$ cat src/rtl/multicycle_controller.sv
// Purpose : Moore FSM sequencing a shared-memory multicycle RV32I datapath (lw, sw, R, I-ALU, beq, jal).
// Latency : R/I=4, beq=3, jal=4, sw=4, lw=5 cycles with mem_ready=1; each memory wait cycle adds one.
// Backpr. : FETCH, MEMREAD and MEMWRITE hold until mem_ready=1; mem_ready is ignored in every other state.
//
// Ports:
//   clk, rst            rising-edge clock; asynchronous active-low reset
//   Op, Zero            opcode from the instruction register; ALU zero flag
//   mem_ready           the memory finishes the current access this cycle
//   PCWrite .. ALUOp    datapath enables and mux selects, decoded from state
//   ImmSrc              immediate format, decoded from Op only
//   illegal, instret    sticky trap flag; retired-instruction count
module multicycle_controller #(
    parameter int INSTRET_W = 32
) (
    input  logic                 clk,
    input  logic                 rst,
    input  logic [6:0]           Op,
    input  logic                 Zero,
    input  logic                 mem_ready,
    output logic                 PCWrite,
    output logic                 AdrSrc,
    output logic                 MemWrite,
    output logic                 IRWrite,
    output logic                 RegWrite,
    output logic [1:0]           ResultSrc,
    output logic [1:0]           ALUSrcA,
    output logic [1:0]           ALUSrcB,
    output logic [1:0]           ImmSrc,
    output logic [1:0]           ALUOp,
    output logic                 illegal,
    output logic [INSTRET_W-1:0] instret
);

    localparam logic [6:0] OP_LW   = 7'b0000011;
    localparam logic [6:0] OP_SW   = 7'b0100011;
    localparam logic [6:0] OP_R    = 7'b0110011;
    localparam logic [6:0] OP_IALU = 7'b0010011;
    localparam logic [6:0] OP_BEQ  = 7'b1100011;
    localparam logic [6:0] OP_JAL  = 7'b1101111;

    typedef enum logic [3:0] {
        S_FETCH,
        S_DECODE,
        S_MEMADR,
        S_MEMREAD,
        S_MEMWB,
        S_MEMWRITE,
        S_EXEC_R,
        S_EXEC_I,
        S_ALUWB,
        S_BEQ,
        S_JAL,
        S_TRAP
    } state_t;

    state_t state, state_next;

    // Raw state decodes; gated by rst below so nothing toggles during reset.
    logic       pc_update;
    logic       branch;
    logic       adr_src;
    logic       mem_write;
    logic       ir_write;
    logic       reg_write;
    logic [1:0] result_src;
    logic [1:0] alu_src_a;
    logic [1:0] alu_src_b;
    logic [1:0] alu_op;
    logic [1:0] imm_src;
    logic       retire;

    always_ff @(posedge clk or negedge rst) begin
        if (!rst) begin
            state <= S_FETCH;
        end else begin
            state <= state_next;
        end
    end

    always_ff @(posedge clk or negedge rst) begin
        if (!rst) begin
            instret <= '0;
        end else if (retire) begin
            // Wraps naturally modulo 2^INSTRET_W.
            instret <= instret + {{(INSTRET_W-1){1'b0}}, 1'b1};
        end
    end

    always_comb begin
        state_next = state;
        pc_update  = 1'b0;
        branch     = 1'b0;
        adr_src    = 1'b0;
        mem_write  = 1'b0;
        ir_write   = 1'b0;
        reg_write  = 1'b0;
        result_src = 2'b00;
        alu_src_a  = 2'b00;
        alu_src_b  = 2'b00;
        alu_op     = 2'b00;
        retire     = 1'b0;

        case (state)
            S_FETCH: begin
                // PC+4 computed while the instruction is read; both land only when memory answers.
                alu_src_b  = 2'b10;
                result_src = 2'b10;
                ir_write   = mem_ready;
                pc_update  = mem_ready;
                if (mem_ready) state_next = S_DECODE;
            end
            S_DECODE: begin
                // OldPC + imm precomputed into ALUOut as the beq/jal target.
                alu_src_a = 2'b01;
                alu_src_b = 2'b01;
                case (Op)
                    OP_LW, OP_SW: state_next = S_MEMADR;
                    OP_R:         state_next = S_EXEC_R;
                    OP_IALU:      state_next = S_EXEC_I;
                    OP_BEQ:       state_next = S_BEQ;
                    OP_JAL:       state_next = S_JAL;
                    default:      state_next = S_TRAP;
                endcase
            end
            S_MEMADR: begin
                alu_src_a  = 2'b10;
                alu_src_b  = 2'b01;
                state_next = (Op == OP_SW) ? S_MEMWRITE : S_MEMREAD;
            end
            S_MEMREAD: begin
                adr_src = 1'b1;
                if (mem_ready) state_next = S_MEMWB;
            end
            S_MEMWB: begin
                result_src = 2'b01;
                reg_write  = 1'b1;
                retire     = 1'b1;
                state_next = S_FETCH;
            end
            S_MEMWRITE: begin
                // Strobe held for the whole access, not just the completing cycle.
                adr_src   = 1'b1;
                mem_write = 1'b1;
                if (mem_ready) begin
                    retire     = 1'b1;
                    state_next = S_FETCH;
                end
            end
            S_EXEC_R: begin
                alu_src_a  = 2'b10;
                alu_op     = 2'b10;
                state_next = S_ALUWB;
            end
            S_EXEC_I: begin
                alu_src_a  = 2'b10;
                alu_src_b  = 2'b01;
                alu_op     = 2'b10;
                state_next = S_ALUWB;
            end
            S_ALUWB: begin
                reg_write  = 1'b1;
                retire     = 1'b1;
                state_next = S_FETCH;
            end
            S_BEQ: begin
                alu_src_a  = 2'b10;
                alu_op     = 2'b01;
                branch     = 1'b1;
                retire     = 1'b1;
                state_next = S_FETCH;
            end
            S_JAL: begin
                // PC takes the target from ALUOut while the ALU forms OldPC+4 for rd;
                // the following ALUWB writes rd and retires the jal.
                alu_src_a  = 2'b01;
                alu_src_b  = 2'b10;
                pc_update  = 1'b1;
                state_next = S_ALUWB;
            end
            S_TRAP: begin
                state_next = S_TRAP;
            end
            default: begin
                state_next = S_TRAP;
            end
        endcase
    end

    always_comb begin
        case (Op)
            OP_LW, OP_IALU: imm_src = 2'b00;
            OP_SW:          imm_src = 2'b01;
            OP_BEQ:         imm_src = 2'b10;
            OP_JAL:         imm_src = 2'b11;
            default:        imm_src = 2'b00;
        endcase
    end

    assign PCWrite   = rst & (pc_update | (branch & Zero));
    assign AdrSrc    = rst & adr_src;
    assign MemWrite  = rst & mem_write;
    assign IRWrite   = rst & ir_write;
    assign RegWrite  = rst & reg_write;
    assign ResultSrc = rst ? result_src : 2'b00;
    assign ALUSrcA   = rst ? alu_src_a  : 2'b00;
    assign ALUSrcB   = rst ? alu_src_b  : 2'b00;
    assign ALUOp     = rst ? alu_op     : 2'b00;
    assign ImmSrc    = rst ? imm_src    : 2'b00;
    assign illegal   = rst & (state == S_TRAP);

endmodule

$ cat config.mk
export PLATFORM = sky130hd
export DESIGN_NAME = multicycle_controller
export DESIGN_NICKNAME = d
export VERILOG_FILES = /design/src/rtl/multicycle_controller.sv
export SDC_FILE = /design/constraint.sdc
export NUM_CORES = 1
export LEC_CHECK = 0
export CORE_MARGIN = 10
export CORE_UTILIZATION = 35
export DETAILED_ROUTE_END_ITERATION = 8
export PLACE_DENSITY = 0.61
export SLEW_MARGIN = 5
export SYNTH_ARGS = -nofsm -noshare
export SYNTH_HDL_FRONTEND = slang
export SYNTH_SLANG_ARGS = --single-unit
$ cat constraint.sdc
create_clock -name clk -period 3.2 [get_ports clk]
set_input_delay 0.64 -clock clk [delete_from_list [all_inputs] [get_ports clk]]
set_output_delay 0.64 -clock clk [all_outputs]
set_load 0.01 [all_outputs]
# == Word-level counts from Yosys, hierarchy flattened ==
# Index checks and enable logic that the tools add are counted.
# totals
register_bits,36
output_inout_bits,48
word_cells,67
# op_classes
n_addsub,1
eq_ne,20
mux,24
bitwise_logic,8
n_reduce_logical,12
# op_table
op,count
"adder 32 x 1 -> 32 bit, second input constant",1
case mux 4 bit (7 select lines),1
case mux 4 bit (5 select lines),1
"equality test 4 x 3 -> 1 bit, second input constant",4
"equality test 4 bit, second input constant",4
case mux 2 bit (2 select lines),4
"equality test 7 x 6 -> 1 bit, second input constant",2
"equality test 7 bit, second input constant",2
two-way mux 4 bit,3
OR reduction 2 bit,6
two-way mux 2 bit,5
OR reduction 3 bit,3
"equality test 4 x 2 -> 1 bit, second input constant",2
bitwise AND 1 bit,7
"equality test 7 x 2 -> 1 bit, second input constant",1
"equality test 7 x 5 -> 1 bit, second input constant",1
two-way mux 1 bit,6
"inequality test 2 bit, second input constant",3
case mux 2 bit (3 select lines),1
"equality test 4 x 1 -> 1 bit, second input constant",1
logical NOT 4 bit,1
case mux 1 bit (2 select lines),2
OR reduction 4 bit,1
two-way mux 3 bit,1
2 further kinds,2

# == Longest topological paths before layout ==
# Gate-level depths: netlist of run 1.
# depth
word_depth,5
depth_mapped,6

# == Worst setup path before layout of run 1 ==
# Ideal clock, no wire load.
# synth_timing
path_type,in2out
startpoint,input port rst
endpoint,output port PCWrite
t_arrival_ps,1604
t_required_ps,2560
setup_slack_ps,956
path_stages,4
n_path_buf,0
cell_sequence,nand2b_1 > nor4_1 > and2_1 > o21bai_1
# synth_via
elab_chain_len,1
# synth_rtl
element,line,text
start: declaration,16,"input logic rst,"
bitwise AND 1 bit,199,assign PCWrite = rst & (pc_update | (branch & Zero));
end: declaration,20,"output logic PCWrite,"
# No other way between the ends.

# == Worst setup path in the final report of run 1 ==
# layout_timing
startpoint,input port Op[3]
endpoint,output port ImmSrc[0]
# layout_via
elab_chain_len,3
# layout_rtl
element,line,text
start: declaration,17,"input logic [6:0] Op,"
equality test 7 bit or equality test 7 x 6 -> 1 bit (tied branches),190,case (Op)
case mux 2 bit (3 select lines) *,190,
two-way mux 2 bit *,208,assign ImmSrc = rst ? imm_src : 2'b00;
end: declaration,28,"output logic [1:0] ImmSrc,"
# Every way passes the cells marked *; elsewhere a longest branch is shown, timed or not.

==> results of run 1 <==
worst paths after layout:
path	from	endpoint	slack, ns	depth (start not counted)
setup / recovery	Op[3]	ImmSrc[0]	0.17	5
hold / removal	rst	instret[19]$_DFFE_PN0P_	0.44	2
setup reg to reg	state[0]$_DFFE_PN0P_	instret[20]$_DFFE_PN0P_	1.36	6
hold reg to reg	instret[31]$_DFFE_PN0P_	instret[31]$_DFFE_PN0P_	0.47	1
max in group asynchronous	rst	instret[6]$_DFFE_PN0P_	2.40	2
min in group clk	instret[31]$_DFFE_PN0P_	instret[31]$_DFFE_PN0P_	0.47	1
critical path, cell delays in order:
cell,delay [ns]
clkdlybuf4s50_1,0.47
or3_1,0.44
nor3_2,0.16
o21a_1,0.15
clkdlybuf4s50_1,0.54
through the flow:
stage               cell area [µm²]  total power [mW]  setup slack (ns)  hold slack, ns
global placement               2830              1.42             0.145           0.457
detailed placement             2830              1.43             0.130           0.466
global route                   2940              1.95            0.0707           0.469
finish                         2940              1.81             0.169           0.436
CTS                            2940              1.83             0.116           0.458
floorplan                      2150              1.13             0.956           0.344
placed cells by master (no fill, tap or decap), types with 2 or more instances in the layout:
cell type        instances
o21bai_1                 2
nand2b_1                 6
nor2b_1                  8
buf_4                    6
dfrtp_1                 36
xor2_1                  18
and4_1                   4
a22oi_1                  2
a21oi_1                  5
clkbuf_8                 5
nand4_1                  5
clkdlybuf4s50_1         57
nand2_1                 22
xnor2_1                 17
nor2_1                  26
o21ai_0                  5
o21a_1                   3
nor3_2                   3
and2_1                   3
inv_1                    7
a2bb2oi_1                2
nor3_1                   5
and3_1                   5
nand3_1                 10
nor4_1                   4
kinds of logic (layout without fill, tap and decap cells):
group           Yosys count  count (layout)  synth area share (%)
xor+xnor                 35              35                  14.3
simple gates            113             113                  30.8
fa+ha+maj                 1               1                 0.582
mux                       1               1                 0.524
flops                    36              36                  41.9
buf+inv                  14              79                  2.97
compound gates           27              27                  8.96
per-layer routing:
metal	up-vias	share of wire [%]	GRT usage [%]	wire length (µm)
met2	47	46	17.3	2450
met4	0	1.9	4.08	101
met3	11	7.7	5.36	411
met5	-	0	0	0
met1	872	45	13.3	2390
li1	914	-	-	-
final cells by class:
type                    count  area, µm²  area share [%]
clock inverters             3       42.5            1.45
well taps                  75       93.8            3.19
inverters                   7       26.3           0.893
multi-input cells         177       1190            40.4
clock buffers               5       68.8            2.34
flip-flops and latches     36        901            30.6
repair buffers             64        621            21.1
what timing repair did:
| action | 4_1_cts | 5_1_grt |
|---|---|---|
| endpoints found under the hold margin | 0 | 0 |
| setup endpoints to repair | 0 | 1 |
| gates resized for setup | 0 | 1 |
| hold buffers | 0 | 0 |
where the power goes:
part / leakage, nW / switching [mW] / internal (mW)
Sequential: 0.472 / 0.116 / 0.514
Clock: 0.0541 / 0.167 / 0.230
Combinational: 0.728 / 0.399 / 0.379
Total: 1.25 / 0.683 / 1.12
registers in the layout (all words and copies together), names as in the netlist:
register,count
instret,32
state,4
==> impl_metrics.json, run 1 <==
{
  "status": "complete, no violations",
  "maxSlewViolCount": 0,
  "critPathLaunchType": "input port",
  "ys_types": 48,
  "finalSetupViolations": 0,
  "drive_gt1_share_pct": 9.93,
  "worstPathMaxFanout": 4,
  "dp_hpwl_um": 4160,
  "final_cells": 367,
  "first_iter_violations": 65,
  "dieArea_mm2": 0.00968,
  "final_nets": 303,
  "ys_top_cells_by_count": "36 x dfrtp_1, 26 x nor2_1, 22 x nand2_1",
  "p_leak_nw": 1.25,
  "htree_levels": 2,
  "wl_per_cell_um": 14.6,
  "powerDensity_mw_per_mm2": 614,
  "hold_viol": 0,
  "clk_latency_ns": 0.29,
  "grt_pass1_wl_um": 9110,
  "synth_area_per_cell_um2": 9.47,
  "core_mm2": 0.00596,
  "fmax_ghz": 0.330,
  "yosysTopAreaCell": "dfrtp_1",
  "final.fill_count": 620,
  "cts_tree": "done",
  "synth_flop_cell": "dfrtp_1",
  "fin_tns_setup_ns": 0,
  "grt_max_degree": 44,
  "peakVddDrop_v": 0.000293,
  "area_growth_pct": 36.9,
  "ys_warn_count": 0,
  "routed_wl_um": 5350,
  "fin_crit_sh_pct": 94.7,
  "cts.sinks": 36,
  "yosysMostFrequentCell": "dfrtp_1",
  "overflow": 0,
  "track_usage_pct": 11.3,
  "die_w_um": 98.4,
  "drt-pass1-iter-count": 4,
  "rows": 28,
  "hold_path.class": "in -> async",
  "grt_pass1_vias": 1840,
  "gp_congestion": 0.822,
  "synthCells": 227,
  "period_needed_ns": 3.03,
  "tightest_slew_ns": 0.524,
  "path_clk_slew_ns": 0.08,
  "initial_utilization_pct": 36.1,
  "cts_made_buffers": 5,
  "antenna_found_initial": 0,
  "crit_type": "in -> out",
  "ys_ff_latch": 36,
  "dr_total_vias": 1844,
  "grt_setup_unrepaired": "no",
  "synth.net_count": 239,
  "postCtsSetupBuffers": 0,
  "cap_viol_max_count": 0,
  "ant_nets": 0,
  "synth_edf_count": 0,
  "skew_ns": 0.00821,
  "async_flop_share_pct": 100,
  "drc_errors": 0,
  "relSlewSlack_pct": 65.1,
  "port_buffers": 58,
  "synth_top_area_share_pct": 41.9,
  "netlist_top_cells_area": "dfrtp_1 42%, xor2_1 7.3%, xnor2_1 6.9%, nor2_1 4.5%, nand2_1 3.8%",
  "critPathRequiredTime_ns": 2.56,
  "dp.cells": 359,
  "num_io_pins": 59,
  "clk_path_buf_depth": 2,
  "ys_seq_area_share_pct": 41.9,
  "die_h_um": 98.4,
  "syn-cell-area_mm2": 0.00215,
  "fin_util_pct": 49.4,
  "root_buffer": "clkbuf_8",
  "crit_arrival_ns": 2.39,
  "end_kind": "primary output",
  "diodes": 0,
  "viasPerCell": 5.02
}
(Power assumes the default switching activity.)
==> run 2, diff against run 1 <==
- ABC_AREA: not set -> 1
- PLACE_DENSITY: 0.61 -> 0.59
==> run 2 against run 1 <==
Effect of this change:
- critical path type unchanged
- final cell count increased by 54%
- synthesized area increased by 19%
- worst setup slack improved by 0.22 ns
- total power decreased by 55%
- maximum frequency increased by 8.0%
- wire length increased by 30%
- sequential share of layout area decreased by 3.5 points
- flip-flop and latch count unchanged
- non-clock buffer count decreased by 5
==> impl_metrics.json, run 2 <==
{
  "hold_buffers": 0,
  "synth_top_family_by_area": "simple AND/OR/NAND/NOR gates",
  "ys_types": 31,
  "p_int_mw": 0.621,
  "cap_viol_max_count": 0,
  "grt_use_met2_pct": 20.8,
  "pwr-share-clk_pct": 39.9,
  "total_power_mw": 0.816,
  "status": "complete, no violations",
  "netlist_top_cells_area": "dfrtp_1 35%, nand2_1 23%, nor2_1 9.7%, inv_1 7.2%, nand3_1 4.5%",
  "switching_share_pct": 23.8,
  "largest_reg_flops": 32,
  "crit_end": "ImmSrc[1]",
  "async_flop_share_pct": 100,
  "placed_area_mm2": 0.00323,
  "multiInputGateArea_mm2": 0.00143,
  "reg2regPathDepth": 8,
  "drive_gt1_share_pct": 6.87,
  "wl_per_cell_um": 12.3,
  "core_mm2": 0.00718,
  "cts.sinks": 36,
  "fmax_ghz": 0.356,
  "die_w_um": 105,
  "p_comb_share_pct": 4.4,
  "initial_utilization_pct": 35.6,
  "cts_tree": "done",
  "yosysTopAreaCell": "dfrtp_1",
  "synthXorXnorAreaFrac_pct": 4.46,
  "seq_power_share_pct": 55.7,
  "grt_max_degree": 37,
  "synthMuxAreaShare_pct": 0,
  "synth_fa_ha_area_share_pct": 0.490,
  "grt_pass1_wl_um": 12000,
  "postCtsResizedCells": 0,
  "path_clk_slew_ns": 0.08,
  "crit_type": "in -> out",
  "ant_nets": 0,
  "r2r_end": "instret[12]$_DFFE_PN0P_",
  "synth-simple-area-share_pct": 46.2,
  "finalSetupViolations": 0,
  "regMostFlops": "instret",
  "clk_latency_ns": 0.29,
  "ys_top_cells_by_count": "156 x nand2_1, 66 x nor2_1, 49 x inv_1",
  "yosysMostFrequentCell": "nand2_1",
  "synth_top_area_share_pct": 35.3,
  "cts_made_buffers": 5,
  "skew_ns": 0.00734,
  "track_usage_pct": 12.8,
  "fin_tns_setup_ns": 0,
  "dp_hpwl_um": 5440,
  "num_io_pins": 59,
  "powerDensity_mw_per_mm2": 246,
  "gp_congestion": 0.808,
  "grt_use_met1_pct": 15.8,
  "synth_area_per_cell_um2": 6.34,
  "peakVddDrop_v": 0.000147,
  "r2r_start": "state[1]$_DFFE_PN0P_",
  "antenna_found_initial": 0,
  "ys_seq_area_share_pct": 35.3,
  "critPathLaunchType": "input port",
  "area_growth_pct": 29.9,
  "final_common_cell": "nand2_1",
  "worstPathMaxFanout": 3,
  "rows": 31,
  "ys_warn_count": 0,
  "maxSlewViolCount": 0,
  "hold_path.class": "in -> async",
  "gr-usage-met3_pct": 4.26,
  "grt_pass1_vias": 2477,
  "clk_path_buf_depth": 2,
  "ys_ff_latch": 36,
  "end_kind": "primary output",
  "postCtsSetupBuffers": 0,
  "p_leak_nw": 1.38,
  "reg2reg_slack_ns": 1.36,
  "critPathLaunch": "Op[2]",
  "drt-pass1-iter-count": 4,
  "synth_edf_count": 0,
  "critPathRequiredTime_ns": 2.56,
  "root_buffer": "clkbuf_8",
  "relSlewSlack_pct": 68.2,
  "synthCells": 403,
  "holdWs_ns": 0.457,
  "syn-cell-area_mm2": 0.00255,
  "dr_total_vias": 2596,
  "pre_cts_slack_ns": 0.392,
  "reg_top3": "instret: 32 flops, state: 4 flops",
  "port_buffers": 58,
  "dieArea_mm2": 0.0111,
  "p_sw_mw": 0.194,
  "grt_setup_unrepaired": "no",
  "fin_crit_sh_pct": 87.7,
  "fin_area_mm2": 0.00332,
  "first_iter_violations": 107,
  "htree_levels": 2,
  "synth.net_count": 415,
  "top_usage_layer": "met2",
  "routed_wl_um": 6950,
  "die_h_um": 105,
  "diodes": 0,
  "overflow": 0,
  "crit_arrival_ns": 2.17,
  "synth_flop_cell": "dfrtp_1",
  "viasPerCell": 4.59,
  "hold_viol": 0,
  "most-common-layout-cells": "156 x nand2_1, 66 x nor2_1, 57 x clkdlybuf4s50_1",
  "synth_compound_area_share_pct": 4.70,
  "period_needed_ns": 2.81,
  "final_nets": 477,
  "fin_ws_ns": 0.393,
  "final-seq-area_um2": 901,
  "tightest_slew_ns": 0.476,
  "final.fill_count": 759,
  "drc_errors": 0
}
run 2: cell count changes in the layout (fill, tap and decap cells not counted), moves of 5 or more:
cell      change
nand2_1     +134
inv_1        +42
nor2_1       +40
xor2_1       -14
nand3_1      +13
nor2b_1       -8
xnor2_1       -8
nor2_2        +7
nand2b_1      -6
and3_1        -5
buf_4         -5
nand2_2       +5
run 2: power by group through the flow:
stage                     Sequential [mW]  Combinational (mW)  Clock [mW]
after global placement              0.464              0.0366           0
after global routing                0.454              0.0413       0.362
after floorplan                     0.464             0.00933           0
final                               0.455              0.0361       0.325
after CTS                           0.454              0.0373       0.340
after detailed placement            0.464              0.0371           0
run 2: logic make-up (layout without fill, tap and decap cells):
logic type | count (synthesis) | in the layout
buffers and inverters | 56 | 119
xor gates and xnor gates | 13 | 13
adders and majority gates | 1 | 1
DFF | 36 | 36
and+or+nand+nor | 276 | 276
AOI/OAI and AO/OA | 21 | 21
run 2: worst min-delay path by stage:
stage,from,end,slack [ns],depth (start not counted)
after floorplan,rst,instret[0]$_DFFE_PN0P_,0.34,0
after global placement,instret[2]$_DFFE_PN0P_,instret[2]$_DFFE_PN0P_,0.51,1
after detailed placement,instret[2]$_DFFE_PN0P_,instret[2]$_DFFE_PN0P_,0.51,1
after CTS,rst,instret[6]$_DFFE_PN0P_,0.48,2
after global routing,rst,instret[6]$_DFFE_PN0P_,0.50,2
final,rst,instret[6]$_DFFE_PN0P_,0.46,2
run 2: cell type report:
type	count	share of cell area, %
multi-input cells	311	43.0
flip-flops and latches	36	27.1
repair buffers	59	17.6
inverters	52	5.88
well taps	99	3.73
clock buffers	5	2.07
clock inverters	3	0.566
run 2: per-layer routing:
layer	vias up	wire length, µm
li1	1357	-
met1	1167	3170
met2	61	3190
met3	11	508
met4	0	92
met5	-	0
run 2: through the flow:
step	util (%)	cells
detailed placement	45.0	557
finish	46.2	565
global route	46.2	565
global placement	45.0	557
floorplan	-	403
CTS	46.2	565
run 2: critical path, cell delays in order:
cell             delay (ns)
clkdlybuf4s50_1        0.45
inv_1                  0.08
nand2_1                0.05
nor2_1                 0.14
nand2_1                0.12
a21oi_1                0.14
clkdlybuf4s50_1        0.56
